**src/rtl/cell_plotter.sv**
```systemverilog
// Queues cell-change records and paints each as a CELL_SIZE x CELL_SIZE pixel block for a VGA adapter.
// Latency: first plot two edges after a record is accepted into an idle block; one pixel per cycle after that.
// Backpressure: in_ready drops when the record FIFO is full; out-of-range records are discarded with a drop pulse.
module cell_plotter #(
    parameter int FIFO_DEPTH = 16,
    parameter int CELL_SIZE  = 8,
    parameter int GRID_DIM   = 4,
    parameter int X_ORIGIN   = 0,
    parameter int Y_ORIGIN   = 0
) (
    input  logic       clock,
    input  logic       reset,
    input  logic       in_valid,
    output logic       in_ready,
    input  logic [7:0] in_cell_x,
    input  logic [7:0] in_cell_y,
    input  logic [2:0] in_colour,
    output logic [7:0] out_x,
    output logic [7:0] out_y,
    output logic [2:0] out_colour,
    output logic       plot,
    output logic       busy,
    output logic       drop
);
    localparam int            AW        = $clog2(FIFO_DEPTH);
    localparam int            PW        = (CELL_SIZE > 1) ? $clog2(CELL_SIZE) : 1;
    localparam logic [PW-1:0] PIX_MAX   = PW'(CELL_SIZE - 1);
    localparam logic [7:0]    CELL_STEP = 8'(CELL_SIZE);
    localparam logic [7:0]    GRID_LIM  = 8'(GRID_DIM);
    localparam logic [7:0]    X_BASE    = 8'(X_ORIGIN);
    localparam logic [7:0]    Y_BASE    = 8'(Y_ORIGIN);

    typedef struct packed {
        logic [7:0] cell_x;
        logic [7:0] cell_y;
        logic [2:0] colour;
    } rec_t;

    typedef enum logic {IDLE, DRAW} state_t;

    state_t        state_q, state_d;
    rec_t          mem_q [FIFO_DEPTH];
    rec_t          cur_q;
    logic [AW:0]   wr_q, rd_q;
    logic [PW-1:0] px_q, py_q;
    logic [7:0]    out_x_q, out_y_q;
    logic [2:0]    out_colour_q;
    logic          plot_q, drop_q;

    logic fifo_empty, fifo_full, in_range, accept, push, pop, last_pix, draw_pix;

    // Pointers carry one wrap bit so full and empty are distinguishable.
    assign fifo_empty = (wr_q == rd_q);
    assign fifo_full  = (wr_q[AW] != rd_q[AW]) && (wr_q[AW-1:0] == rd_q[AW-1:0]);
    assign in_ready   = !fifo_full;
    assign in_range   = (in_cell_x < GRID_LIM) && (in_cell_y < GRID_LIM);
    assign accept     = in_valid && in_ready;
    assign push       = accept && in_range;
    assign last_pix   = (px_q == PIX_MAX) && (py_q == PIX_MAX);

    always_ff @(posedge clock) begin
        if (reset) begin
            state_q <= IDLE;
        end else begin
            state_q <= state_d;
        end
    end

    always_comb begin
        state_d = state_q;
        case (state_q)
            IDLE:    if (!fifo_empty) state_d = DRAW;
            DRAW:    if (last_pix && fifo_empty) state_d = IDLE;
            default: state_d = IDLE;
        endcase
    end

    always_comb begin
        draw_pix = (state_q == DRAW);
        pop      = !fifo_empty && ((state_q == IDLE) || (draw_pix && last_pix));
    end

    always_ff @(posedge clock) begin
        if (push && !reset) begin
            mem_q[wr_q[AW-1:0]] <= rec_t'{in_cell_x, in_cell_y, in_colour};
        end
    end

    always_ff @(posedge clock) begin
        if (reset) begin
            wr_q         <= '0;
            rd_q         <= '0;
            cur_q        <= '0;
            px_q         <= '0;
            py_q         <= '0;
            out_x_q      <= '0;
            out_y_q      <= '0;
            out_colour_q <= '0;
            plot_q       <= 1'b0;
            drop_q       <= 1'b0;
        end else begin
            if (push) wr_q <= wr_q + 1'b1;
            if (pop) begin
                rd_q  <= rd_q + 1'b1;
                cur_q <= mem_q[rd_q[AW-1:0]];
                px_q  <= '0;
                py_q  <= '0;
            end else if (draw_pix) begin
                px_q <= px_q + 1'b1;
                if (px_q == PIX_MAX) py_q <= py_q + 1'b1;
            end
            // Outputs keep the last pixel while idle so the adapter never sees a glitch.
            plot_q <= draw_pix;
            if (draw_pix) begin
                out_x_q      <= X_BASE + cur_q.cell_x * CELL_STEP + 8'(px_q);
                out_y_q      <= Y_BASE + cur_q.cell_y * CELL_STEP + 8'(py_q);
                out_colour_q <= cur_q.colour;
            end
            drop_q <= accept && !in_range;
        end
    end

    assign out_x      = out_x_q;
    assign out_y      = out_y_q;
    assign out_colour = out_colour_q;
    assign plot       = plot_q;
    assign drop       = drop_q;
    assign busy       = (state_q == DRAW) || !fifo_empty;

endmodule

```
**config.mk**
```make
export PLATFORM = sky130hd
export DESIGN_NAME = cell_plotter
export DESIGN_NICKNAME = d
export VERILOG_FILES = /design/src/rtl/cell_plotter.sv
export SDC_FILE = /design/constraint.sdc
export NUM_CORES = 1
export LEC_CHECK = 0
export ABC_AREA = 1
export CAP_MARGIN = 30
export CELL_PAD_IN_SITES_DETAIL_PLACEMENT = 1
export CELL_PAD_IN_SITES_GLOBAL_PLACEMENT = 2
export CORE_AREA = 2 2 195 197
export DETAILED_ROUTE_END_ITERATION = 12
export DIE_AREA = 0 0 197 199
export MAX_ROUTING_LAYER = met4
export PLACE_DENSITY_LB_ADDON = 0.25
export SKIP_LAST_GASP = 1
export SLEW_MARGIN = 10
export SYNTH_ARGS = -nofsm -noshare
export SYNTH_HDL_FRONTEND = slang
export SYNTH_SLANG_ARGS = --single-unit
```
**constraint.sdc**
```tcl
create_clock -name clock -period 3.4 [get_ports clock]
set_clock_uncertainty 0.1 [all_clocks]
set_input_delay 0.68 -clock clock [delete_from_list [all_inputs] [get_ports clock]]
set_output_delay 0.68 -clock clock [all_outputs]
set_load 0.005 [all_outputs]
```
==> results summary <==
The amount of wire on met2 after detailed routing is 15.2 mm. After layout, the worst path uses 91.1% of the clock period. The hold violation total from the final report is 0. STA classifies the critical path endpoint as a primary output. At the end of the flow the core is filled with cells to 35.4%. The synthesized cell area came out at 11000 um^2.

The number of register bits inferred by synthesis is 259. On the worst path, the slowest cell contributes a delay of 600 ps. The post-synthesis instance total is 1088.

The final layout contains routed wiring with a total length of between 30 and 40 mm. The top-level I/O count is 45. The critical path is of the flop to primary output type. The number of buffers and inverters on the critical path is 3. The max-slew violation count was 0. The clock-pin slew on the worst setup and hold paths came out at 60 ps. The initial utilization of the core area, before any placement, comes to 29.5%.

The leakage power came out at approximately 5.2 nW. The routed via count divided by cell count is around 4.5. The maximum ir drop on the vdd rail came out at about 400 uV. The highest signal layer in the routed design is met4. Setup repair after global routing left no endpoint under its margin. The area growth from synthesis to layout is 19.9%. The arrival time reported for the critical path endpoint came out at about 2300 ps. Entering global routing, the biggest net connects roughly 110 pins. The leading area contributor after synthesis is sky130_fd_sc_hd__edfxtp_1. The netlist uses 28 different library cells.

The share of final-layout standard cells stronger than drive strength 1 is 10.5%. The count of flip-flops with a built-in enable after synthesis is roughly 210. Grouping stages by cell kind, the critical path spends the most delay in buffers and inverters.

In this run the tool buffered the top-level ports with 44 buffer cells. The number of clock buffers inserted by TritonCTS came out at 30. The die is 199 um tall. The global placer's final weighted congestion came out at approximately 0.79. The number of nets produced by synthesis came out at 1119.

The post-cts repair resize count is 0. sky130_fd_sc_hd__nand2_1 is the most common cell in the netlist. The critical path data required time is 2620 ps.

The total of warnings raised by yosys came out at 0. At the end of the flow, the number of nets in the layout was 1183. The count of standard-cell rows is 71. The fraction of synthesis flops using an asynchronous set or reset pin came out at 0%.

The residual DRC count is 0. The final setup TNS is 0 ps. Derived from the worst setup path, the maximum achievable clock frequency is ~0.32 GHz.

Hold repair after CTS inserted 0 buffers. The x dimension of the die came out at 197 um. Counting the fill cells in the layout gives 4194.

The number of antenna diodes in the final layout is 0. The type of origin of the critical path is a flop. The number of iterations in the first detailed-routing pass came out at 4.

The worst hold path belongs to the class flop to flop. The die covers roughly 39000 um^2. Traced cell by cell, the critical path runs through inv_2, nand2_1, nand2_1, nor2_4, nand3b_4, inv_1, nand2_1, clkdlybuf4s50_1. By count the netlist is led by 259 x sky130_fd_sc_hd__nand2_1, 208 x sky130_fd_sc_hd__edfxtp_1, 146 x sky130_fd_sc_hd__nor2_1. Setup violations remaining at the end of the flow were counted as 0. The number of buffers inserted by post-CTS setup repair came out at 0. The tree is rooted in a sky130_fd_sc_hd__clkbuf_16. The routed wire length per instance came out at 19.1 um. The non-filler instance count after layout came out at 1650.

The CTS tree is yes. The global-route wire length before repair is roughly 48 mm. The share of the synthesized area in the top cell type is 57.0%. The most numerous cell type found on the critical path is sky130_fd_sc_hd__nand2_1. Global routing finished with a remaining overflow of 0. The later pin in the worst-skew pair is clocked with a latency of ~580 ps.

The worst-path cell with the longest stage delay is sky130_fd_sc_hd__dfxtp_4. The number of antenna violations at the first check in global routing came out at 0. The core area came out at 37100 um^2. The number of nets with antenna violations after detailed routing came out at 0. The run finished with clean final reports. For this run, the leading register cell type out of synthesis is sky130_fd_sc_hd__edfxtp_1.

The wire length on met3 came out at 796 um. The synthesized area divided by synthesized cell count is 10.1 um^2. Yosys attributes the largest share of cell area to sky130_fd_sc_hd__edfxtp_1 57%, sky130_fd_sc_hd__dfxtp_1 9.3%, sky130_fd_sc_hd__nand2_1 8.9%.

The H-tree depth reported by CTS came out at 1. For this design, the sink count on the clock tree is 259. Across every metal layer, demand over resource in global routing totals 16.9%. The max-slew headroom at the worst pin came out at 38.4%. The final route contains about 7500 vias. The power density over cell area came out at 720 nW/um^2. The number of global-route vias before repair came out at 7838.

The share of the Yosys chip area taken by registers is about two thirds. The cell count after placement is around 1600. The detailed placement HPWL came out at 20.4 mm.

At the pin with the least slew margin, the transition time is 920 ps. The max-capacitance violation count is 0. The wire length on met1 came out at 14.6 mm. The maximum clock insertion buffer count came out at 3. The number of DRC markers in iteration 0 came out at 282.

The time the final worst path needs with I/O delays and setup came out at a little over 3000 ps. The worst hold slack across all endpoints is 358 ps. The maximum fanout along the worst path is 32.
-- layout make-up --
cell class                 instances  area, um^2  area share (%)
multi-input combinational        652        3030            23.0
clock inverter                    19         205            1.56
clock buffer                      37         777            5.91
sequential                       259        7270            55.4
inverter                         121         454            3.46
timing repair buffer              88         808            6.15
tap                              474         593            4.51
-- placed cells by master (no fill, tap or decap), types with 2 or more instances in the layout --
cell type                         count
sky130_fd_sc_hd__a21oi_1             34
sky130_fd_sc_hd__a21oi_2              5
sky130_fd_sc_hd__buf_12               3
sky130_fd_sc_hd__buf_4               41
sky130_fd_sc_hd__bufinv_16            4
sky130_fd_sc_hd__clkbuf_1             7
sky130_fd_sc_hd__clkbuf_16           30
sky130_fd_sc_hd__clkdlybuf4s50_1     44
sky130_fd_sc_hd__clkinv_1             6
sky130_fd_sc_hd__clkinv_2             6
sky130_fd_sc_hd__dfxtp_1             49
sky130_fd_sc_hd__edfxtp_1           208
sky130_fd_sc_hd__ha_1                 9
sky130_fd_sc_hd__inv_1              116
sky130_fd_sc_hd__inv_2                5
sky130_fd_sc_hd__nand2_1            259
sky130_fd_sc_hd__nand2_4              2
sky130_fd_sc_hd__nand3_1             89
sky130_fd_sc_hd__nand4_1              5
sky130_fd_sc_hd__nor2_1             146
sky130_fd_sc_hd__nor2_4               2
sky130_fd_sc_hd__nor3_2              15
sky130_fd_sc_hd__o21ai_0             73
sky130_fd_sc_hd__xnor2_1              2
sky130_fd_sc_hd__xor2_1               5
-- worst reg2reg max path: cells and delay by family, from the launching register on --
| kind | cells | cell delay (ps) |
|---|---|---|
| flip-flops | 1 | 600 |
| buffers and inverters | 3 | 370 |
| AND/OR/NAND/NOR | 9 | 1100 |
-- kinds of logic after synthesis --
logic type,count (synthesis),share of synthesized area [%]
AOI/OAI and AO/OA,112,5.29
xor gates and xnor gates,8,0.708
DFF,259,66.3
and+or+nand+nor,523,19.9
adders and majority gates,9,1.03
buffers and inverters,177,6.70
-- sequential cells by signal, indices dropped and copies added (netlist names) --
signal / count
out_y: 8
px_q: 3
out_x: 8
drop: 1
cur_q: 13
rd_q: 5
py_q: 3
out_colour: 3
plot: 1
mem_q: 208
wr_q: 5
draw_pix: 1
-- routing by layer --
| metal | track usage, % | vias up |
|---|---|---|
| li1 | - | 3704 |
| met1 | 21.3 | 3633 |
| met2 | 28.7 | 93 |
| met3 | 2.22 | 49 |
| met4 | 4.68 | 0 |
| met5 | - | - |
-- worst paths after layout --
path / slack, ps / end / cells after the start / startpoint
hold / removal: 360 / out_colour[0] / 2 / cur_q[0]
hold reg to reg: 360 / out_colour[0] / 2 / cur_q[0]
setup reg to reg: 1120 / cur_q[2] / 12 / rd_q[0]
setup / recovery: 300 / busy / 8 / rd_q[0]
-- per-stage QoR --
stage / setup slack [ps] / area, um^2 / power, mW
4_1_cts: 245 / 13100 / 9.63
5_1_grt: 182 / 13100 / 10.1
3_3_place_gp: 441 / 12200 / 6.34
6_report: 303 / 13100 / 9.46
2_1_floorplan: 496 / 11000 / 5.44
3_5_place_dp: 372 / 12200 / 6.36
-- power by group --
group	leakage [nW]	internal, mW	total, mW	switching (mW)
Clock	0.479	1.92	3.25	1.33
Combinational	2.45	0.800	2.48	1.68
Sequential	2.29	3.60	3.73	0.127
Power figures use the tool's default switching activity.
